==> config.mk <==
export PLATFORM = sky130hd
export DESIGN_NAME = instr_sequencer
export DESIGN_NICKNAME = d
export VERILOG_FILES = /design/src/rtl/cpu_ctrl_pkg.sv /design/src/rtl/instr_sequencer_dec4to16.sv /design/src/rtl/instr_sequencer.sv
export SDC_FILE = /design/constraint.sdc
export NUM_CORES = 1
export LEC_CHECK = 0
export BUFFER_PORTS_ARGS = -buffer_cell sky130_fd_sc_hd__buf_2
export CAP_MARGIN = 40
export CORE_UTILIZATION = 35
export DETAILED_ROUTE_END_ITERATION = 12
export GPL_TIMING_DRIVEN = 0
export PLACE_DENSITY_LB_ADDON = 0.15
export SLEW_MARGIN = 40
export SYNTH_ARGS = -nofsm -noshare
export SYNTH_HDL_FRONTEND = slang
export SYNTH_SLANG_ARGS = --single-unit
==> constraint.sdc <==
create_clock -name clk -period 1.7 [get_ports clk]
set_clock_uncertainty 0.15 [all_clocks]
set_input_delay 0.085 -clock clk [delete_from_list [all_inputs] [get_ports clk]]
set_output_delay 0.085 -clock clk [all_outputs]
set_load 0.005 [all_outputs]
==> src/rtl/cpu_ctrl_pkg.sv <==
// Shared control constants for the instruction sequencer: FSM encodings,
// opcodes, the latched-instruction record and the bus select encoding.
package cpu_ctrl_pkg;

    localparam logic [2:0] ST_IDLE = 3'd0;
    localparam logic [2:0] ST_RD_A = 3'd1;
    localparam logic [2:0] ST_RD_B = 3'd2;
    localparam logic [2:0] ST_EXEC = 3'd3;
    localparam logic [2:0] ST_DONE = 3'd4;

    localparam logic [7:0] OP_NOP = 8'h00;
    localparam logic [7:0] OP_AND = 8'h01;
    localparam logic [7:0] OP_ADD = 8'h05;

    typedef struct packed {
        logic [7:0]  op;
        logic [3:0]  rdst;
        logic [3:0]  rsrc1;
        logic [3:0]  rsrc2;
        logic        use_imm;
        logic [15:0] imm;
    } instr_t;

    // Bus select code: 0 means no driver, k+1 selects register k (max 16).
    function automatic logic [4:0] sel_code(input logic [3:0] idx);
        return {1'b0, idx} + 5'd1;
    endfunction

endpackage

==> src/rtl/instr_sequencer_dec4to16.sv <==
// 4-to-16 one-hot decoder with a global enable; drives the register
// write-enable lines of the datapath.
module dec4to16 (
    input  logic        en_i,
    input  logic [3:0]  idx_i,
    output logic [15:0] onehot_o
);

    always_comb begin
        onehot_o        = '0;
        onehot_o[idx_i] = en_i;
    end

endmodule

==> src/rtl/instr_sequencer.sv <==
// Multi-cycle instruction sequencer: accepts one instruction in IDLE, then
// steps RD_A -> RD_B -> EXEC -> DONE driving datapath selects from latched fields.
module instr_sequencer
    import cpu_ctrl_pkg::*;
(
    input  logic        reset,
    input  logic        clk,
    input  logic        instr_valid,
    output logic        instr_ready,
    input  logic [7:0]  instr_op,
    input  logic [3:0]  instr_rdst,
    input  logic [3:0]  instr_rsrc1,
    input  logic [3:0]  instr_rsrc2,
    input  logic        instr_use_imm,
    input  logic [15:0] instr_imm,
    output logic [15:0] immediate,
    output logic        imm_control,
    output logic        buff_en,
    output logic [15:0] enable,
    output logic [4:0]  control1,
    output logic [4:0]  control2,
    output logic [7:0]  opcode,
    output logic        busy,
    output logic        done,
    output logic [15:0] retire_count
);

    // Handshake: an instruction transfers on a rising edge where
    // instr_valid && instr_ready; instr_ready is high only in IDLE.

    logic [2:0]  state_q, state_d;
    instr_t      instr_q, instr_d;
    logic [15:0] retire_count_q, retire_count_d;
    logic        exec_en;

    always_ff @(posedge clk or negedge reset) begin
        if (!reset) begin
            state_q        <= ST_IDLE;
            instr_q        <= '0;
            retire_count_q <= '0;
        end else begin
            state_q        <= state_d;
            instr_q        <= instr_d;
            retire_count_q <= retire_count_d;
        end
    end

    always_comb begin
        state_d = state_q;
        instr_d = instr_q;
        case (state_q)
            ST_IDLE: begin
                if (instr_valid) begin
                    instr_d.op      = instr_op;
                    instr_d.rdst    = instr_rdst;
                    instr_d.rsrc1   = instr_rsrc1;
                    instr_d.rsrc2   = instr_rsrc2;
                    instr_d.use_imm = instr_use_imm;
                    instr_d.imm     = instr_imm;
                    state_d         = (instr_op == OP_NOP) ? ST_DONE : ST_RD_A;
                end
            end
            ST_RD_A: state_d = ST_RD_B;
            ST_RD_B: state_d = ST_EXEC;
            ST_EXEC: state_d = ST_DONE;
            ST_DONE: state_d = ST_IDLE;
            default: state_d = ST_IDLE;
        endcase
    end

    // Count lands on entry to DONE so the retire pulse and the new count are seen together.
    always_comb begin
        retire_count_d = retire_count_q;
        if (state_d == ST_DONE) begin
            retire_count_d = retire_count_q + 16'd1;
        end
    end

    always_comb begin
        immediate   = '0;
        imm_control = 1'b0;
        buff_en     = 1'b0;
        control1    = '0;
        control2    = '0;
        opcode      = '0;
        exec_en     = 1'b0;
        busy        = 1'b0;
        done        = 1'b0;
        case (state_q)
            ST_RD_A: begin
                busy     = 1'b1;
                control1 = sel_code(instr_q.rsrc1);
            end
            ST_RD_B: begin
                busy = 1'b1;
                if (instr_q.use_imm) begin
                    immediate   = instr_q.imm;
                    imm_control = 1'b1;
                end else begin
                    control2 = sel_code(instr_q.rsrc2);
                end
            end
            ST_EXEC: begin
                busy        = 1'b1;
                opcode      = instr_q.op;
                buff_en     = 1'b1;
                exec_en     = 1'b1;
                imm_control = instr_q.use_imm;
                immediate   = instr_q.use_imm ? instr_q.imm : 16'h0000;
            end
            ST_DONE: begin
                busy = 1'b1;
                done = 1'b1;
            end
            default: ;
        endcase
    end

    assign instr_ready  = (state_q == ST_IDLE);
    assign retire_count = retire_count_q;

    dec4to16 u_dec (
        .en_i     (exec_en),
        .idx_i    (instr_q.rdst),
        .onehot_o (enable)
    );

endmodule

# After elaboration in Yosys (flattened, before gate mapping)
# Index checks and enable logic that the tools add are counted.
[op_classes]
n_addsub = 3
order_cmp = 2
n_eq_ne = 5
n_mux = 16
n_bitwise = 1
n_reduce_logical = 6
[ops]
columns = ["op", "n"]
rows = [
  ["$mux 16", 2],
  ["$add 16x1->16 const B", 1],
  ["$and 16x16->16", 1],
  ["$mux 5", 3],
  ["$pmux 3 s4", 1],
  ["$add 4x1->5 const B", 2],
  ["$logic_not 8->1", 1],
  ["$mux 8", 1],
  ["$eq 3x2->1 const B", 2],
  ["$eq 3x3->1 const B", 2],
  ["$mux 3", 2],
  ["$lt 4x5->1 const B", 1],
  ["$mux 1", 5],
  ["$demux 1 s4", 1],
  ["$ge 4x1->1 const B", 1],
  ["$reduce_or 4->1", 1],
  ["$eq 3x1->1 const B", 1],
  ["$logic_not 3->1", 1],
  ["$pmux 1 s2", 1],
  ["$reduce_and 2->1", 1],
  ["$reduce_or 2->1", 1],
  ["$logic_and 1x1->1", 1],
]
[word_totals]
register_bits = 56
in_bits = 40
out_inout_bits = 71
elab_cells = 41

# Longest topological paths before layout
[logic_depth]
word_depth = 5
ltp_mapped = 6

# Cells and area by module
# From an unflattened synthesis, not the netlist that was laid out.
[unflattened]
cells_unflattened = 238
hier_area_um2 = 2716.4
[modules_own_cells]
columns = ["mod", "n_inst", "cells_per_inst", "area_per_inst_um2"]
rows = [
  ["instr_sequencer", 1, 215, 2598.7],
  ["dec4to16", 1, 23, 117.6],
]

# Worst setup path after synthesis
# No wires, ideal clock.
[synth_path]
path_kind = "register to register"
start = "reg state_q[2]"
end = "reg instr_q[11] in the netlist's numbering"
setup_ns = 0.125
t_arrival_ns = 1.592
required_ns = 1.425
setup_slack_ns = -0.167
stages_incl_launch_ff = 6
period_less_slack_ns = 1.867
path_cell_list = "dfrtp_1 buf_2 nor4b_4 buf_2 buf_2 mux2_2"
[synth_between]
elab_chain_cells = 2
[synth_lines]
columns = ["item", "line", "rtl"]
rows = [
  ["from (decl)", "instr_sequencer.sv:31", "logic [2:0] state_q, state_d;"],
  ["from (signal assigned)", "instr_sequencer.sv:42", "state_q <= state_d;"],
  ["$logic_not 3->1", "instr_sequencer.sv:51", "case (state_q)"],
  ["$reduce_and 2->1 (no line)", "--", ""],
  ["to (signal assigned)", "instr_sequencer.sv:43", "instr_q <= instr_d;"],
  ["to (decl)", "instr_sequencer.sv:32", "instr_t instr_q, instr_d;"],
]
# Every way passes these cells.
# A chain may end at the register's enable or synchronous reset.

# Worst setup path in the final report
[layout_path]
start = "reg state_q[2]"
end = "out enable[0]"
[layout_between]
elab_chain_cells = 3
[layout_lines]
columns = ["item", "line", "rtl"]
rows = [
  ["$eq 3x2->1", "instr_sequencer.sv:89", "case (state_q)"],
  ["$mux 1", "instr_sequencer.sv:89", ""],
  ["$and 16x16->16 (no line)", "--", ""],
  ["to (decl)", "instr_sequencer.sv:19", "output logic [15:0] enable,"],
]
# Every way passes these cells.

==> impl_metrics.env <==
export IMPL_power_mw=7.04
export IMPL_drt_iter0_markers=46
export IMPL_routedWlPerCell_um=14.2
export IMPL_ant_nets=0
export IMPL_endpoint_kind="output port"
export IMPL_io_pins=111
export IMPL_via_per_inst=4.65
export IMPL_maxSlewViolCount=0
export IMPL_final_min_period_over_clock_period_pct=113
export IMPL_grt_antenna_before_repair=0
export IMPL_grt_pass1_vias=2483
export IMPL_violations="setup timing"
export IMPL_num_vias=2469
export IMPL_critical_path_required_ps=1460
export IMPL_postSynthAreaPerCell_um2=11.4
export IMPL_outcome="finished with violations"
export IMPL_finalWirelength_um=7550
export IMPL_hold_viol_final=0
export IMPL_start_util_pct=36.9
export IMPL_antenna_cells=0
export IMPL_synthCells=240
export IMPL_area_growth_pct=75.3
export IMPL_synthesis_nets=283
export IMPL_design_core_area_um2=7410
export IMPL_path_max_fanout=4
export IMPL_setup_viol=106
export IMPL_reg2regPathDepth=7
export IMPL_clk_latency_ps=300
export IMPL_clock_path_buffers=2
export IMPL_die_x_um=90.4
export IMPL_hp_class="input port to asynchronous set/reset pin"
export IMPL_grt_ovfl_total=0
export IMPL_reg2reg_from="state_q[1]"
export IMPL_dr_pass1_iters=4
export IMPL_grt_total_usage_pct=18.6
export IMPL_gp_congestion=0.792
export IMPL_cts_tree="built"
export IMPL_yosysUniqueCellTypes=29
export IMPL_grt_max_degree=57
export IMPL_yosys_warnings=0
export IMPL_rsz0062_at_grt="true"
export IMPL_relSlewSlack_pct=52.6
export IMPL_regToRegEndpoint="retire_count[3]"
export IMPL_fin_nets=475
export IMPL_powerDensity_nw_per_um2=1470
export IMPL_leakage_nw=2.55
export IMPL_syn_area_um2=2740
export IMPL_drive_above_1_share_pct=59.0
export IMPL_vdd_drop_max_mv=0.765
export IMPL_cp_start_kind="flop"
export IMPL_cp_data_arrival_time_ps=1690
export IMPL_max_cap_viol_count=0
export IMPL_htreeDepth=2
export IMPL_dpl_hpwl_um=4250
export IMPL_synth_seq_cells=56
export IMPL_placed_cells=449
export IMPL_row_count=31
export IMPL_worst_slew_pin_slew_ps=711
export IMPL_r2r_setup_slack_ps=-230
export IMPL_path_clk_slew_ps=100
export IMPL_grt_pass1_wl_um=12400
export IMPL_drc=0
export IMPL_die_area_um2=8170
export IMPL_root_buffer="clkbuf_8"
export IMPL_yosysSeqAreaShare_pct=51.2
export IMPL_die_h_um=90.4
export IMPL_path_class="flop to output port"
export IMPL_setup_slack_ps=-229
export IMPL_fmax_mhz=518
export IMPL_io_buffers=110
export IMPL_fin_crit_ps=1930
export IMPL_final_cells=531
export IMPL_cts_sinks=56
export IMPL_numCtsBuffers=5
==> power by group <==
part           internal, mW  switching [mW]  leakage [nW]
Clock                 0.281           0.427        0.0400
Combinational          2.47            1.50          1.83
Sequential             1.88           0.471         0.685
Total                  4.64            2.40          2.55
==> layer usage <==
| layer | track usage, % | vias to the layer above | wire, µm |
|---|---|---|---|
| met2 | 30.5 | 76 | 3650 |
| met4 | 4.44 | 0 | 63 |
| met3 | 3.11 | 7 | 320 |
| met1 | 25.7 | 1190 | 3510 |
| li1 | - | 1196 | - |
| met5 | 0 | - | 0 |
==> worst max-delay path by stage <==
stage	end	slack [ps]	start
floorplan	retire_count[14]	-100	state_q[2]
global placement	instr_q[24]	-350	state_q[2]
detailed placement	instr_q[28]	-360	state_q[0]
CTS	enable[0]	-270	state_q[2]
global route	retire_count[8]	-310	state_q[1]
finish	enable[0]	-230	state_q[2]
==> what timing repair did <==
| action | 4_1_cts | 5_1_grt |
|---|---|---|
| buffers inserted | 27 | 11 |
| resized for setup | 100 | 45 |
| hold buffers | 40 | 0 |
| endpoints found under the setup margin | 105 | 107 |
| hold endpoints to repair | 94 | 0 |
| pin swaps | 25 | 30 |
| cloned | 3 | 2 |
==> cells in the mapped netlist <==
cell	n	area, µm²
a31oi_1	1	6.26
and3_1	1	6.26
xor2_1	15	131
nand3b_1	2	15.0
inv_1	3	11.3
nand2_1	13	48.8
and2_0	1	6.26
or2_2	2	12.5
buf_2	6	30.0
nor4_1	5	31.3
nand3_1	8	40.0
dfrtp_1	56	1400
nand4_1	3	18.8
o21a_1	1	7.51
nor3b_1	1	7.51
clkbuf_1	4	15.0
nand2b_1	2	12.5
xnor2_1	5	43.8
or3b_2	2	17.5
nor2_1	27	101
ha_1	3	37.5
and4_1	1	8.76
and3b_1	1	8.76
nor4_2	5	62.6
and2_1	24	150
buf_6	1	11.3
nor3_1	8	40.0
mux2_2	38	428
nor4b_4	1	23.8
==> metrics by stage <==
step | setup slack (ps) | area, µm² | hold WS, ps | util (%) | TNS, ps
after global routing | -311 | 4800 | 288 | 64.7 | -22020
after CTS | -271 | 4610 | 252 | 62.2 | -13800
after detailed placement | -356 | 3450 | 50.1 | 46.5 | -12840
final | -229 | 4800 | 217 | 64.7 | -13520
after global placement | -352 | 3440 | 167 | 46.5 | -12970
after floorplan | -102 | 2770 | -361 | - | -2710
==> cell families (layout without fill, tap and decap cells) <==
| family | after synthesis | in the layout | synth area share, % |
|---|---|---|---|
| compound gates | 2 | 2 | 0.503 |
| xor+xnor | 20 | 20 | 6.40 |
| fa+ha+maj | 3 | 3 | 1.37 |
| buf+inv | 14 | 206 | 2.47 |
| flops | 56 | 56 | 51.2 |
| mux | 38 | 38 | 15.6 |
| simple gates | 107 | 107 | 22.4 |
==> worst max-delay path, stage by stage, from the launching register on <==
cell and delay, ps:
dfrtp_2 460, and3b_2 280, or3b_4 420, nor3_2 110, buf_2 130
==> cells in the final DEF (no fill, tap or decap), drive strengths merged <==
| cell | instances |
|---|---|
| buf | 153 |
| dfrtp | 56 |
| dlygate4sd3 | 40 |
| mux2 | 38 |
| nor2 | 27 |
| and2 | 25 |
| xor2 | 15 |
| nand2 | 13 |
| nor4 | 10 |
| nand3 | 8 |
| clkbuf | 8 |
| nor3 | 8 |
| xnor2 | 5 |
| nand4 | 3 |
| ha | 3 |
| inv | 3 |
| nand3b | 2 |
| or3b | 2 |
| nand2b | 2 |
| or2 | 2 |
| and3b | 1 |
| nor4b | 1 |
| a31oi | 1 |
| nor3b | 1 |
| o21a | 1 |
| and4 | 1 |
| and3 | 1 |
| clkinvlp | 1 |
| clkinv | 1 |
==> layout make-up <==
cell class,instances,area (µm²)
Buffer,6,76.3
Timing Repair Buffer,190,1420
Inverter,3,13.8
Clock buffer,5,68.8
Multi-Input combinational cell,170,1670
Fill cell,575,2610
Sequential cell,56,1410
Tap cell,99,124
Clock inverter,2,12.5
==> sequential cells by signal (all words and copies together) (netlist names) <==
signal,count
state_q,3
instr_q,37
retire_count,16
Note: power is estimated with default switching activity, not from simulation.
